### src/rtl/sevenseg_display.sv
// Four-digit common-anode MM.SS display driver with anode scanning,
// per-frame snapshot of the time value and field blinking in adjust mode.
module sevenseg_display #(
    parameter int REFRESH_DIV = 100000
) (
    input  logic       clk,
    input  logic       reset,
    input  logic [5:0] minutes,
    input  logic [5:0] seconds,
    input  logic       adjust,
    input  logic       select,
    input  logic       blink,
    output logic [3:0] an,
    output logic [6:0] seg,
    output logic       dp
);

    localparam int CW = (REFRESH_DIV > 2) ? $clog2(REFRESH_DIV) : 1;
    localparam logic [CW-1:0] CNT_LAST = CW'(REFRESH_DIV - 1);
    localparam logic [6:0] SEG_OFF  = 7'h7F;
    localparam logic [6:0] SEG_DASH = 7'b0111111;

    logic [CW-1:0] r_cnt;
    logic [1:0]    r_idx;
    logic [5:0]    r_snap_min;
    logic [5:0]    r_snap_sec;
    logic          r_adj;
    logic          r_sel;
    logic          r_blk;
    logic [3:0]    r_an;
    logic [6:0]    r_seg;
    logic          r_dp;

    logic          w_tick;
    logic [5:0]    w_field;
    logic [7:0]    w_bcd;
    logic [3:0]    w_digit;
    logic [6:0]    w_glyph;
    logic          w_blank;

    // Repeated subtraction is enough for a 0..59 value and avoids a divider.
    function automatic logic [7:0] split_bcd(input logic [5:0] v);
        logic [5:0] rem;
        logic [3:0] t;
        rem = v;
        t   = 4'd0;
        for (int i = 0; i < 5; i++) begin
            if (rem >= 6'd10) begin
                rem = rem - 6'd10;
                t   = t + 4'd1;
            end
        end
        return {t, rem[3:0]};
    endfunction

    function automatic logic [6:0] glyph(input logic [3:0] d);
        logic [6:0] g;
        case (d)
            4'd0:    g = 7'b1000000;
            4'd1:    g = 7'b1111001;
            4'd2:    g = 7'b0100100;
            4'd3:    g = 7'b0110000;
            4'd4:    g = 7'b0011001;
            4'd5:    g = 7'b0010010;
            4'd6:    g = 7'b0000010;
            4'd7:    g = 7'b1111000;
            4'd8:    g = 7'b0000000;
            4'd9:    g = 7'b0010000;
            default: g = 7'h7F;
        endcase
        return g;
    endfunction

    assign w_tick = (r_cnt == CNT_LAST);

    always_comb begin
        w_field = r_idx[1] ? r_snap_min : r_snap_sec;
        w_bcd   = split_bcd(w_field);
        w_digit = r_idx[0] ? w_bcd[7:4] : w_bcd[3:0];
        w_glyph = (w_field >= 6'd60) ? SEG_DASH : glyph(w_digit);
        // select=1 owns slots 0,1 (seconds); select=0 owns slots 2,3 (minutes)
        w_blank = r_adj & r_blk & (r_sel == ~r_idx[1]);
    end

    always_ff @(posedge clk) begin
        if (reset) begin
            r_cnt      <= '0;
            r_idx      <= 2'd0;
            r_snap_min <= 6'd0;
            r_snap_sec <= 6'd0;
            r_adj      <= 1'b0;
            r_sel      <= 1'b0;
            r_blk      <= 1'b0;
            r_an       <= 4'b1111;
            r_seg      <= SEG_OFF;
            r_dp       <= 1'b1;
        end else begin
            r_cnt <= w_tick ? '0 : r_cnt + 1'b1;
            if (w_tick) begin
                r_idx <= r_idx + 2'd1;
                // Latch at frame wrap so every digit of a frame shows one value.
                if (r_idx == 2'd3) begin
                    r_snap_min <= minutes;
                    r_snap_sec <= seconds;
                end
            end
            r_adj <= adjust;
            r_sel <= select;
            r_blk <= blink;
            r_an  <= ~(4'b0001 << r_idx);
            r_seg <= w_blank ? SEG_OFF : w_glyph;
            r_dp  <= (r_idx != 2'd2);
        end
    end

    assign an  = r_an;
    assign seg = r_seg;
    assign dp  = r_dp;

endmodule

### config.mk
export PLATFORM = sky130hd
export DESIGN_NAME = sevenseg_display
export DESIGN_NICKNAME = d
export VERILOG_FILES = /design/src/rtl/sevenseg_display.sv
export SDC_FILE = /design/constraint.sdc
export NUM_CORES = 1
export LEC_CHECK = 0
export ABC_AREA = 1
export ABC_CLOCK_PERIOD_IN_PS = 4680
export CAP_MARGIN = 10
export CORE_MARGIN = 4
export CORE_UTILIZATION = 50
export DETAILED_ROUTE_END_ITERATION = 8
export GPL_ROUTABILITY_DRIVEN = 1
export PLACE_DENSITY = 0.69
export SLEW_MARGIN = 0
export SYNTH_ARGS = -nofsm -noshare
export SYNTH_HDL_FRONTEND = slang
export SYNTH_SLANG_ARGS = --single-unit
### constraint.sdc
create_clock -name clk -period 4.68 [get_ports clk]
set_input_delay 0.702 -clock clk [delete_from_list [all_inputs] [get_ports clk]]
set_output_delay 0.702 -clock clk [all_outputs]
set_load 0.01 [all_outputs]
# Word level (Yosys, flattened, before mapping)

Memories as Yosys holds them, arrays and structs flattened.
Cells that the tools add are included.

Equal/unequal tests: 4
Muxes and demuxes: 13
Bitwise operators: 4
Add/subtract/negate cells: 11
Reduce and logical (&&, ||, !) cells: 4
Magnitude comparators: 6
Shift operators: 1

Operators with widths:

| operator                                            | count |
|---|---|
| >= comparator 6 x 4 -> 1 bit, second input constant | 5 |
| two-way mux 6 bit                                   | 5 |
| two-way mux 4 bit                                   | 6 |
| subtractor 6 x 4 -> 6 bit, second input constant    | 4 |
| adder 17 x 1 -> 17 bit, second input constant       | 1 |
| == test 17 bit, second input constant               | 1 |
| adder 4 x 1 -> 4 bit, second input constant         | 4 |
| two-way mux 7 bit                                   | 1 |
| >= comparator 6 bit, second input constant          | 1 |
| inverter 4 bit                                      | 1 |
| OR reduction 2 bit                                  | 2 |
| left shift 1 x 2 -> 4 bit, first input constant     | 1 |
| subtractor 4 bit, second input constant             | 1 |
| OR reduction 3 bit                                  | 1 |
| adder 2 x 1 -> 2 bit, second input constant         | 1 |
| AND 1 bit                                           | 2 |
| == test 2 bit, second input constant                | 1 |
| != test 2 bit, second input constant                | 1 |
| AND reduction 2 bit                                 | 1 |
| == test 1 bit                                       | 1 |
| two-way mux 1 bit                                   | 1 |
| inverter 1 bit                                      | 1 |

Memories kept: 1
Bits in registers: 46
Memory bits (read-only): 112
Output and inout port bits: 12

Memory list:

| memory           | words | width | rd ports | clocked after memory_dff | wr ports | RTL line | source |
|---|---|---|---|---|---|---|---|
| (name not given) | 16    | 7     | 1        | 0                        | 0        | 58       | `case (d)` |

# Logic depth before layout (Yosys ltp)

Gate-level depths: netlist of run 1.
An unclocked memory read counts as a cell.

Word-level depth: 14
Mapped depth: 44
Gate-level depth less buffers: 44

# Worst setup path before layout of run 1

Ideal clock, no wire load.

Path kind: flip-flop to flip-flop
From: reg r_idx[1]
To: reg r_seg[1] (netlist: seg[1])
Data required time: 4.557 ns
Cell stages (with the launch flop): 38
Setup time: 0.123 ns
Data arrival time: 4.043 ns
Slack: 0.514 ns
Buffers on the path: 1
Path through: dfxtp_1 > buf_6 > nand2_4 > nand2_4 > inv_1 > ha_1 > nand3_2 > nand2_2 > nor2_8 > nand2_1 > nand2_1 > inv_1 > ha_1 > nand2_1 > nand2_2 > ha_1 > inv_1 > nor2_1 > [2 not listed] > inv_1 > nand3_4 > xnor2_1 > inv_1 > ha_1 > nand2_1 > nand2_1 > ha_1 > inv_1 > nand2_1 > nand2_1 > nand2_1 > nand2_1 > nand2_2 > nand2_4 > nand2_2 > a21oi_4 > o21ai_1

Longest elaborated chain between the ends: 13
Elaborated cells between the ends (all ways): 32

Ends and longest elaborated chain:

| element                                                                          | RTL line | source |
|---|---|---|
| start, declared                                                                  | 24       | `logic [1:0] r_idx;` |
| start signal, assigned                                                           | 100      | `r_idx <= r_idx + 2'd1;` |
| two-way mux 6 bit                                                                | 77       | `w_field = r_idx[1] ? r_snap_min : r_snap_sec;` |
| subtractor 6 x 4 -> 6 bit / >= comparator 6 x 4 -> 1 bit (equally long branches) | 49, 48   |  |
| two-way mux 6 bit / two-way mux 1 bit (equally long branches)                    | 48       | `if (rem >= 6'd10) begin` |
| subtractor 6 x 4 -> 6 bit (tied with other cells)                                | 49       | `rem = rem - 6'd10;` |
| two-way mux 6 bit / two-way mux 4 bit (equally long branches)                    | 48       |  |
| subtractor 6 x 4 -> 6 bit (tied with other cells)                                | 49       |  |
| two-way mux 6 bit / two-way mux 4 bit (equally long branches)                    | 48       |  |
| subtractor 6 x 4 -> 6 bit (tied with other cells)                                | 49       |  |
| two-way mux 6 bit / two-way mux 4 bit (equally long branches)                    | 48       |  |
| >= comparator 6 x 4 -> 1 bit (tied with other cells)                             | 48       |  |
| two-way mux 4 bit                                                                | 48       |  |
| two-way mux 4 bit                                                                | 79       | `w_digit = r_idx[0] ? w_bcd[7:4] : w_bcd[3:0];` |
| memory (16 x 7 bit)                                                              | --       |  |
| end signal, assigned                                                             | 111      | `r_seg <= w_blank ? SEG_OFF : w_glyph;` |
| end, declared                                                                    | 31       | `logic [6:0] r_seg;` |

Parallel ways exist; a longest one is shown, timed or not.
A chain may end at the register's enable or synchronous reset.

# Final worst setup path of run 1

Same ends and word-level chain as after synthesis.

==> flow_metrics.py, run 1 <==
metrics = {
    "clock_tree": {
        "holdBufCountCts": 0,
        "cts_tree": "done",
        "clock_latency_ns": 0.30,
        "clkTransAtPathRegs_ns": 0.09,
        "clockBufferDepth": 2,
        "numCtsBuffers": 5,
        "root_buffer": "clkbuf_8",
        "cts_sinks": 45,
        "htree_levels": 2,
    },
    "floorplan": {
        "dieArea_sq_um": 7460,
        "start_util_pct": 51.6,
        "rows": 28,
        "die_h_um": 86.4,
        "num_io_pins": 29,
        "dieWidth_um": 86.4,
        "core_sq_um": 5960,
    },
    "routing": {
        "routed_wl_mm": 6.30,
        "first_iter_violations": 64,
        "wl_met3_um": 213,
        "m1WireLength_mm": 3.09,
        "vias_per_cell": 4.98,
        "dr.pass1.iters": 4,
        "wl_met2_mm": 2.87,
        "wire_per_inst_um": 11.1,
        "vias": 2835,
        "drc": 0,
        "top_layer": "met4",
        "antenna_left": 0,
    },
    "setup_path": {
        "reg2reg_from": "r_idx[1]",
        "crit_top_cell": "nand2_1",
        "cp-end-kind": "register",
        "cp_slowest_cell": "dfxtp_4",
        "r2r-end": "seg[1]",
        "cpPeakStageDelay_ns": 0.39,
        "crit_type": "register to register",
        "path_max_fanout": 6,
        "crit_path_start_kind": "register",
        "crit_arrival_ns": 4.51,
        "rr_worst_depth": 37,
        "cp.required_ns": 4.87,
        "regToRegSetupSlack_ns": 0.36,
    },
    "finish": {
        "fin_util_pct": 62.4,
        "drive_gt1_share_pct": 19.0,
        "antennaDiodeCount": 0,
        "nets": 526,
        "instances_no_fill": 569,
        "fin_area_sq_um": 3720,
        "synthToLayoutAreaGrowth_pct": 21.0,
    },
    "sta": {
        "skew_ns": 0.00655,
        "final_hold_viol_count": 0,
        "max_freq_ghz": 0.232,
        "tightest_slew_ns": 0.762,
        "setup_viol": 0,
        "layout_setup_ws_ns": 0.362,
        "fin_crit_ns": 4.32,
        "max-slew-margin-rel_pct": 49.0,
        "period_share_pct": 92.3,
        "fin_tns_setup_ns": 0,
        "slew_viol_final": 0,
        "holdWs_ns": 0.457,
    },
    "synthesis": {
        "ys_types": 35,
        "synthFlopType": "dfxtp_1",
        "synthMostInstantiatedCell": "nand2_1",
        "async_flop_share_pct": 0,
        "avgSynthCellArea_sq_um": 6.78,
        "yosysSeqAreaShare_pct": 29.3,
        "synth_warnings": 0,
        "yosys.area.top_type_share_pct": 29.3,
        "synthTopCellsByCount": "nand2_1 (107), inv_1 (59), nor2_1 (46), dfxtp_1 (45), nand3_1 (34)",
        "syn_area_sq_um": 3070,
        "yosys.area.top_type": "dfxtp_1",
        "syn_inst": 453,
        "syn-num-nets": 486,
        "synth-seq-cells": 45,
        "synth_area_leaders": "dfxtp_1 (29%), nand2_1 (13%), inv_1 (7.2%), ha_1 (6.5%), nor2_1 (5.6%)",
        "synth_enable_flop_cells": 0,
    },
    "outcome": {
        "outcome": "completed",
    },
    "global_routing": {
        "gr-usage-all-layers_pct": 17.7,
        "grt_pass1_vias": 2564,
        "gr-total-overflow": 0,
        "grt_max_degree": 20,
        "grt_pass1_wl_mm": 10.9,
        "antenna_found_initial": 0,
    },
    "place": {
        "portBuffers": 28,
        "dp_hpwl_mm": 4.74,
        "gp_congestion": 0.919,
        "placed_cell_area_sq_um": 3420,
        "dp.cells": 550,
        "preCtsSetupSlack_ns": 0.0959,
    },
    "worst_hold_path": {
        "hp-class": "register to register",
        "hold_depth": 1,
        "min_to": "r_cnt[0]",
        "hold_start": "r_cnt[0]",
    },
    "pwr": {
        "p_per_area_nw_per_um2": 195,
        "ir_worst_vdd_mv": 0.231,
        "total_power_uw": 726,
        "p_leak_nw": 1.74,
    },
    "flow_run": {
        "maxCapViolations": 0,
    },
}
-- state kept, by name (all words and copies together), names as in the netlist --
register	count
r_adj	1
r_idx	2
r_snap_min	6
an	3
r_cnt	17
r_blk	1
dp	1
seg	7
r_sel	1
r_snap_sec	6
-- what timing repair did --
action | 4_1_cts | 5_1_grt
buffers inserted | 0 | 10
resized for setup | 0 | 26
endpoints found under the hold margin | 0 | 0
setup endpoints to repair | 0 | 7
-- worst max-delay path by stage --
stage / depth (start not counted) / to / from
4_1_cts: 36 / seg[1] / r_idx[1]
6_report: 37 / seg[1] / r_idx[1]
3_5_place_dp: 37 / seg[1] / r_idx[1]
2_1_floorplan: 37 / seg[1] / r_idx[1]
5_1_grt: 37 / seg[1] / r_idx[1]
3_3_place_gp: 39 / seg[6] / r_idx[1]
-- layout by cell type (no fill, tap or decap), drive strengths merged --
master,count
xor2,8
xnor2,2
nand3,42
inv,69
buf,12
clkinv,1
and2,1
o21ai,16
nand2,138
nor3,29
clkbuf,6
o21a,1
bufinv,1
nor3b,3
nor4,1
or2,1
o21bai,1
ha,16
nand4,10
clkdlybuf4s50,28
a21oi,12
dfxtp,45
nor2,50
and3,1
-- power by group --
part           internal, mW  switching, mW  leakage [nW]
logic                0.0217         0.0152          1.32
clock network         0.160          0.137        0.0554
registers             0.389        0.00240         0.367
total                 0.571          0.155          1.74
-- cells by family after synthesis --
family,synth area share [%]
AND/OR/NAND/NOR,45.2
buffers and inverters,9.77
XOR/XNOR,2.85
adder cells (fa/ha/maj),6.51
AO/OA/AOI/OAI,6.39
flip-flops,29.3
-- layer usage --
metal  vias to the layer above  GRT usage, %
met5                         -             0
met4                         0          6.23
met3                        14          2.85
met2                        45          29.1
met1                      1260          23.3
li1                       1516             -
-- critical path: cells and delay by family, from the launching register on --
family	cells	cell delay, ns
AND/OR/NAND/NOR	22	1.74
buffers and inverters	7	0.47
AO/OA/AOI/OAI	2	0.28
XOR/XNOR	1	0.20
flip-flops	1	0.39
adder cells (fa/ha/maj)	5	1.11
-- final cells by class --
class,instances,area [sq um]
fill,585,2240
multi-input combinational,332,1970
sequential,45,905
timing repair buffer,40,370
inverter,69,264
tap,75,93.8
clock buffer,6,72.6
clock inverter,2,38.8
Power figures use the tool's default switching activity.
==> run 2: changes to the inputs <==
Settings changed: ABC_CLOCK_PERIOD_IN_PS 4680 to 4850.
Clock period 4.68 ns to 4.85 ns, I/O delays scaled along.
==> flow_metrics.py, run 2 (same netlist as run 1, synthesis figures left out) <==
metrics = {
    "outcome": {
        "outcome": "completed",
    },
    "global_routing": {
        "grt_pass1_vias": 2497,
        "grt_max_degree": 20,
        "grt_pass1_wl_mm": 10.7,
        "antenna_found_initial": 0,
        "gr-total-overflow": 0,
        "gr-usage-all-layers_pct": 17.2,
    },
    "floorplan": {
        "num_io_pins": 29,
        "dieArea_sq_um": 7460,
        "start_util_pct": 51.6,
        "core_sq_um": 5960,
        "dieWidth_um": 86.4,
        "rows": 28,
        "die_h_um": 86.4,
    },
    "finish": {
        "antennaDiodeCount": 0,
        "instances_no_fill": 558,
        "largest_reg_flops": 17,
        "synthToLayoutAreaGrowth_pct": 15.1,
        "layout_commonest_cell": "nand2_1",
        "fin_util_pct": 59.4,
        "drive_gt1_share_pct": 15.9,
        "nets": 515,
        "largest_register": "r_cnt",
        "final_cell_mix": "nand2_1 (106), inv_1 (58), nor2_1 (46)",
    },
    "setup_path": {
        "crit_top_cell": "nand2_1",
        "cp.required_ns": 5.03,
        "cpPeakStageDelay_ns": 0.39,
        "cp-end-kind": "register",
        "crit_arrival_ns": 4.58,
        "cp_slowest_cell": "dfxtp_4",
        "crit_type": "register to register",
        "path_max_fanout": 10,
        "crit_path_start_kind": "register",
    },
    "sta": {
        "holdWs_ns": 0.457,
        "fin_crit_ns": 4.39,
        "skew_ns": 0.00601,
        "max-slew-margin-rel_pct": 51.0,
        "max_freq_ghz": 0.228,
        "period_share_pct": 90.6,
        "slew_viol_final": 0,
        "setup_viol": 0,
        "final_hold_viol_count": 0,
        "layout_setup_ws_ns": 0.457,
        "fin_tns_setup_ns": 0,
        "tightest_slew_ns": 0.732,
    },
    "routing": {
        "wire_per_inst_um": 10.7,
        "vias": 2794,
        "vias_per_cell": 5.01,
        "drc": 0,
        "antenna_left": 0,
        "first_iter_violations": 98,
        "routed_wl_mm": 5.98,
        "dr.pass1.iters": 4,
    },
    "pwr": {
        "p_leak_nw": 1.67,
        "ir_worst_vdd_mv": 0.185,
        "clkPwrFrac_pct": 36.0,
        "power.switching_uw": 148,
        "pwr-share-comb_pct": 5.5,
        "power.internal_uw": 498,
        "seq_power_share_pct": 58.5,
        "p_per_area_nw_per_um2": 183,
        "switching_share_pct": 22.9,
    },
    "clock_tree": {
        "numCtsBuffers": 5,
        "clockBufferDepth": 2,
        "clock_latency_ns": 0.30,
        "clkTransAtPathRegs_ns": 0.09,
        "cts_tree": "done",
        "holdBufCountCts": 0,
        "cts_sinks": 45,
        "root_buffer": "clkbuf_8",
        "htree_levels": 2,
    },
    "place": {
        "gp_congestion": 0.910,
        "portBuffers": 28,
        "preCtsSetupSlack_ns": 0.190,
        "dp_hpwl_mm": 4.70,
        "dp.cells": 549,
    },
    "flow_run": {
        "maxCapViolations": 0,
    },
    "worst_hold_path": {
        "hp-class": "register to register",
    },
}
[run 2: worst paths after layout]
| path | start | end | slack [ns] | depth (start not counted) |
|---|---|---|---|---|
| max | r_idx[1] | seg[1] | 0.46 | 37 |
| min | r_cnt[0] | r_cnt[0] | 0.46 | 1 |
| max reg2reg | r_idx[1] | seg[1] | 0.46 | 37 |
| min reg2reg | r_cnt[0] | r_cnt[0] | 0.46 | 1 |
[run 2: stage by stage]
step	area, sq um	power, mW
final	3540	0.646
after global routing	3540	0.676
after CTS	3500	0.656
after detailed placement	3410	0.423
after global placement	3410	0.422
after floorplan	3070	0.401
[run 2: cell type report]
class / count / area (sq um)
Inverter: 69 / 262
Clock inverter: 2 / 15.0
Clock buffer: 6 / 72.6
Timing Repair Buffer: 29 / 288
Multi-Input combinational cell: 332 / 1900
Fill cell: 586 / 2420
Tap cell: 75 / 93.8
Sequential cell: 45 / 905
[run 2: power by group through the flow]
stage | clock, mW | combinational (mW) | sequential (mW)
after detailed placement | 0 | 0.0357 | 0.387
after CTS | 0.242 | 0.0359 | 0.378
final | 0.232 | 0.0356 | 0.378
after global routing | 0.258 | 0.0395 | 0.378
after global placement | 0 | 0.0355 | 0.387
after floorplan | 0 | 0.0120 | 0.389
[run 2: critical path, delay by kind of cell (launching register included)]
family / cells / cell delay, ns
simple gates: 22 / 1.77
flops: 1 / 0.39
xor+xnor: 1 / 0.17
compound gates: 2 / 0.27
fa+ha+maj: 5 / 1.15
buf+inv: 7 / 0.50
[run 2: timing repair]
| item | in CTS | in global routing |
|---|---|---|
| resized for setup | 0 | 9 |
| setup buffers | 0 | 0 |
| endpoints found under the setup margin | 0 | 7 |
| endpoints found under the hold margin | 0 | 0 |
[run 2: layer usage]
| layer | track usage (%) | wire [um] |
|---|---|---|
| met5 | 0 | 0 |
| met1 | 22.7 | 2870 |
| met4 | 5.24 | 77 |
| met2 | 28.4 | 2790 |
| met3 | 3.04 | 246 |
==> run 3: changes to the inputs <==
Settings changed: CELL_PAD_IN_SITES_DETAIL_PLACEMENT from default to 1, CELL_PAD_IN_SITES_GLOBAL_PLACEMENT from default to 1, CORE_UTILIZATION 50 to 41, PLACE_DENSITY 0.69 to 0.77, SETUP_SLACK_MARGIN from default to 0.1.
==> flow_metrics.py, run 3 (same netlist as run 1, synthesis figures left out) <==
metrics = {
    "routing": {
        "first_iter_violations": 48,
        "vias_per_cell": 4.95,
        "dr.pass1.iters": 4,
        "vias": 2952,
        "routed_wl_mm": 7.87,
        "wire_per_inst_um": 13.2,
        "drc": 0,
        "antenna_left": 0,
    },
    "setup_path": {
        "crit_path_start_kind": "register",
        "crit_arrival_ns": 4.69,
        "crit_top_cell": "nand2_1",
        "cp.required_ns": 5.04,
        "cpPeakStageDelay_ns": 0.38,
        "crit_type": "register to register",
        "timing.critical_path.buf_inv": 7,
        "crit_family": "simple AND/OR/NAND/NOR gates",
        "path_max_fanout": 6,
        "regToRegSetupSlack_ns": 0.35,
        "cp_slowest_cell": "dfxtp_4",
        "cp-end-kind": "register",
    },
    "finish": {
        "layout_commonest_cell": "nand2_1",
        "nFillCells": 936,
        "synthToLayoutAreaGrowth_pct": 21.6,
        "regArea_sq_um": 905,
        "drive_gt1_share_pct": 19.1,
        "antennaDiodeCount": 0,
        "final_cell_mix": "nand2_1 (105), inv_1 (56), nor2_1 (46)",
        "multi_input_area_sq_um": 1940,
        "nets": 529,
        "largest_reg_flops": 17,
        "largest_register": "r_cnt",
    },
    "pwr": {
        "power.internal_uw": 551,
        "clkPwrFrac_pct": 40.8,
        "p_per_area_nw_per_um2": 187,
        "p_leak_nw": 1.75,
        "power.switching_uw": 148,
        "seq_power_share_pct": 54.1,
        "switching_share_pct": 21.1,
        "pwr-share-comb_pct": 5.1,
        "ir_worst_vdd_mv": 0.110,
    },
    "floorplan": {
        "core_sq_um": 7250,
        "start_util_pct": 42.4,
        "rows": 31,
        "die_h_um": 94.6,
        "num_io_pins": 29,
        "dieWidth_um": 94.6,
        "dieArea_sq_um": 8940,
    },
    "global_routing": {
        "gr-total-overflow": 0,
        "gr-usage-all-layers_pct": 17.8,
        "grt_max_degree": 20,
        "grt_pass1_vias": 2851,
        "antenna_found_initial": 0,
        "grt_pass1_wl_mm": 12.8,
    },
    "sta": {
        "rsz0062_at_grt": "no",
        "max-slew-margin-rel_pct": 47.4,
        "setup_viol": 0,
        "max_freq_ghz": 0.222,
        "skew_ns": 0.00898,
        "tightest_slew_ns": 0.786,
        "slew_viol_final": 0,
        "holdWs_ns": 0.458,
        "period_share_pct": 92.7,
        "fin_tns_setup_ns": 0,
        "final_hold_viol_count": 0,
        "fin_crit_ns": 4.50,
    },
    "clock_tree": {
        "root_buffer": "clkbuf_8",
        "clockBufferDepth": 2,
        "htree_levels": 2,
        "holdBufCountCts": 0,
        "clkTransAtPathRegs_ns": 0.09,
        "clock_latency_ns": 0.30,
        "cts_sinks": 45,
        "cts_tree": "done",
        "numCtsBuffers": 5,
    },
    "place": {
        "portBuffers": 28,
        "dp_hpwl_mm": 5.90,
        "gp_congestion": 0.813,
    },
    "flow_run": {
        "maxCapViolations": 0,
    },
    "worst_hold_path": {
        "hp-class": "register to register",
    },
    "outcome": {
        "outcome": "completed",
    },
}
-- run 3: cell type report --
class / count / share of cell area (%)
Tap cell: 99 / 3.32
Timing Repair Buffer: 43 / 10.5
Clock inverter: 2 / 1.04
Inverter: 69 / 7.07
Sequential cell: 45 / 24.2
Multi-Input combinational cell: 332 / 51.9
Clock buffer: 6 / 1.94
-- run 3: power groups by stage --
stage / Combinational (mW) / Sequential (mW) / Clock [mW]
after global placement: 0.0357 / 0.387 / 0
after CTS: 0.0364 / 0.378 / 0.293
after detailed placement: 0.0361 / 0.387 / 0
final: 0.0358 / 0.378 / 0.285
after floorplan: 0.0120 / 0.389 / 0
after global routing: 0.0399 / 0.379 / 0.315
-- run 3: metal layers --
metal | wire, um | vias up | track usage, % | part of all wire (%)
met4 | 89 | 0 | 4.69 | 1.1
met1 | 3610 | 1383 | 22.2 | 46
met3 | 238 | 9 | 2.63 | 3.0
li1 | - | 1519 | - | -
met2 | 3930 | 41 | 31.9 | 50
met5 | 0 | - | 0 | 0
-- run 3: worst paths after layout --
check	startpoint	end	cells past startpoint
min reg2reg	r_cnt[0]	r_cnt[0]	1
min	r_cnt[0]	r_cnt[0]	1
max	r_idx[1]	seg[1]	37
max reg2reg	r_idx[1]	seg[1]	37
-- run 3: what timing repair did --
action / CTS / global route
gates resized for setup: 0 / 19
setup buffers: 0 / 13
hold endpoints to repair: 0 / 0
setup endpoints to repair: 0 / 7
-- run 3: per-stage QoR --
step	util, %	instance area [sq um]	worst slack [ns]	total power, mW	std cells
floorplan	-	3070	0.684	0.401	453
global placement	47.6	3450	0.415	0.423	574
CTS	49.1	3560	0.167	0.708	582
detailed placement	47.6	3450	0.179	0.423	574
global route	51.5	3740	0.0326	0.733	596
finish	51.5	3740	0.352	0.699	596
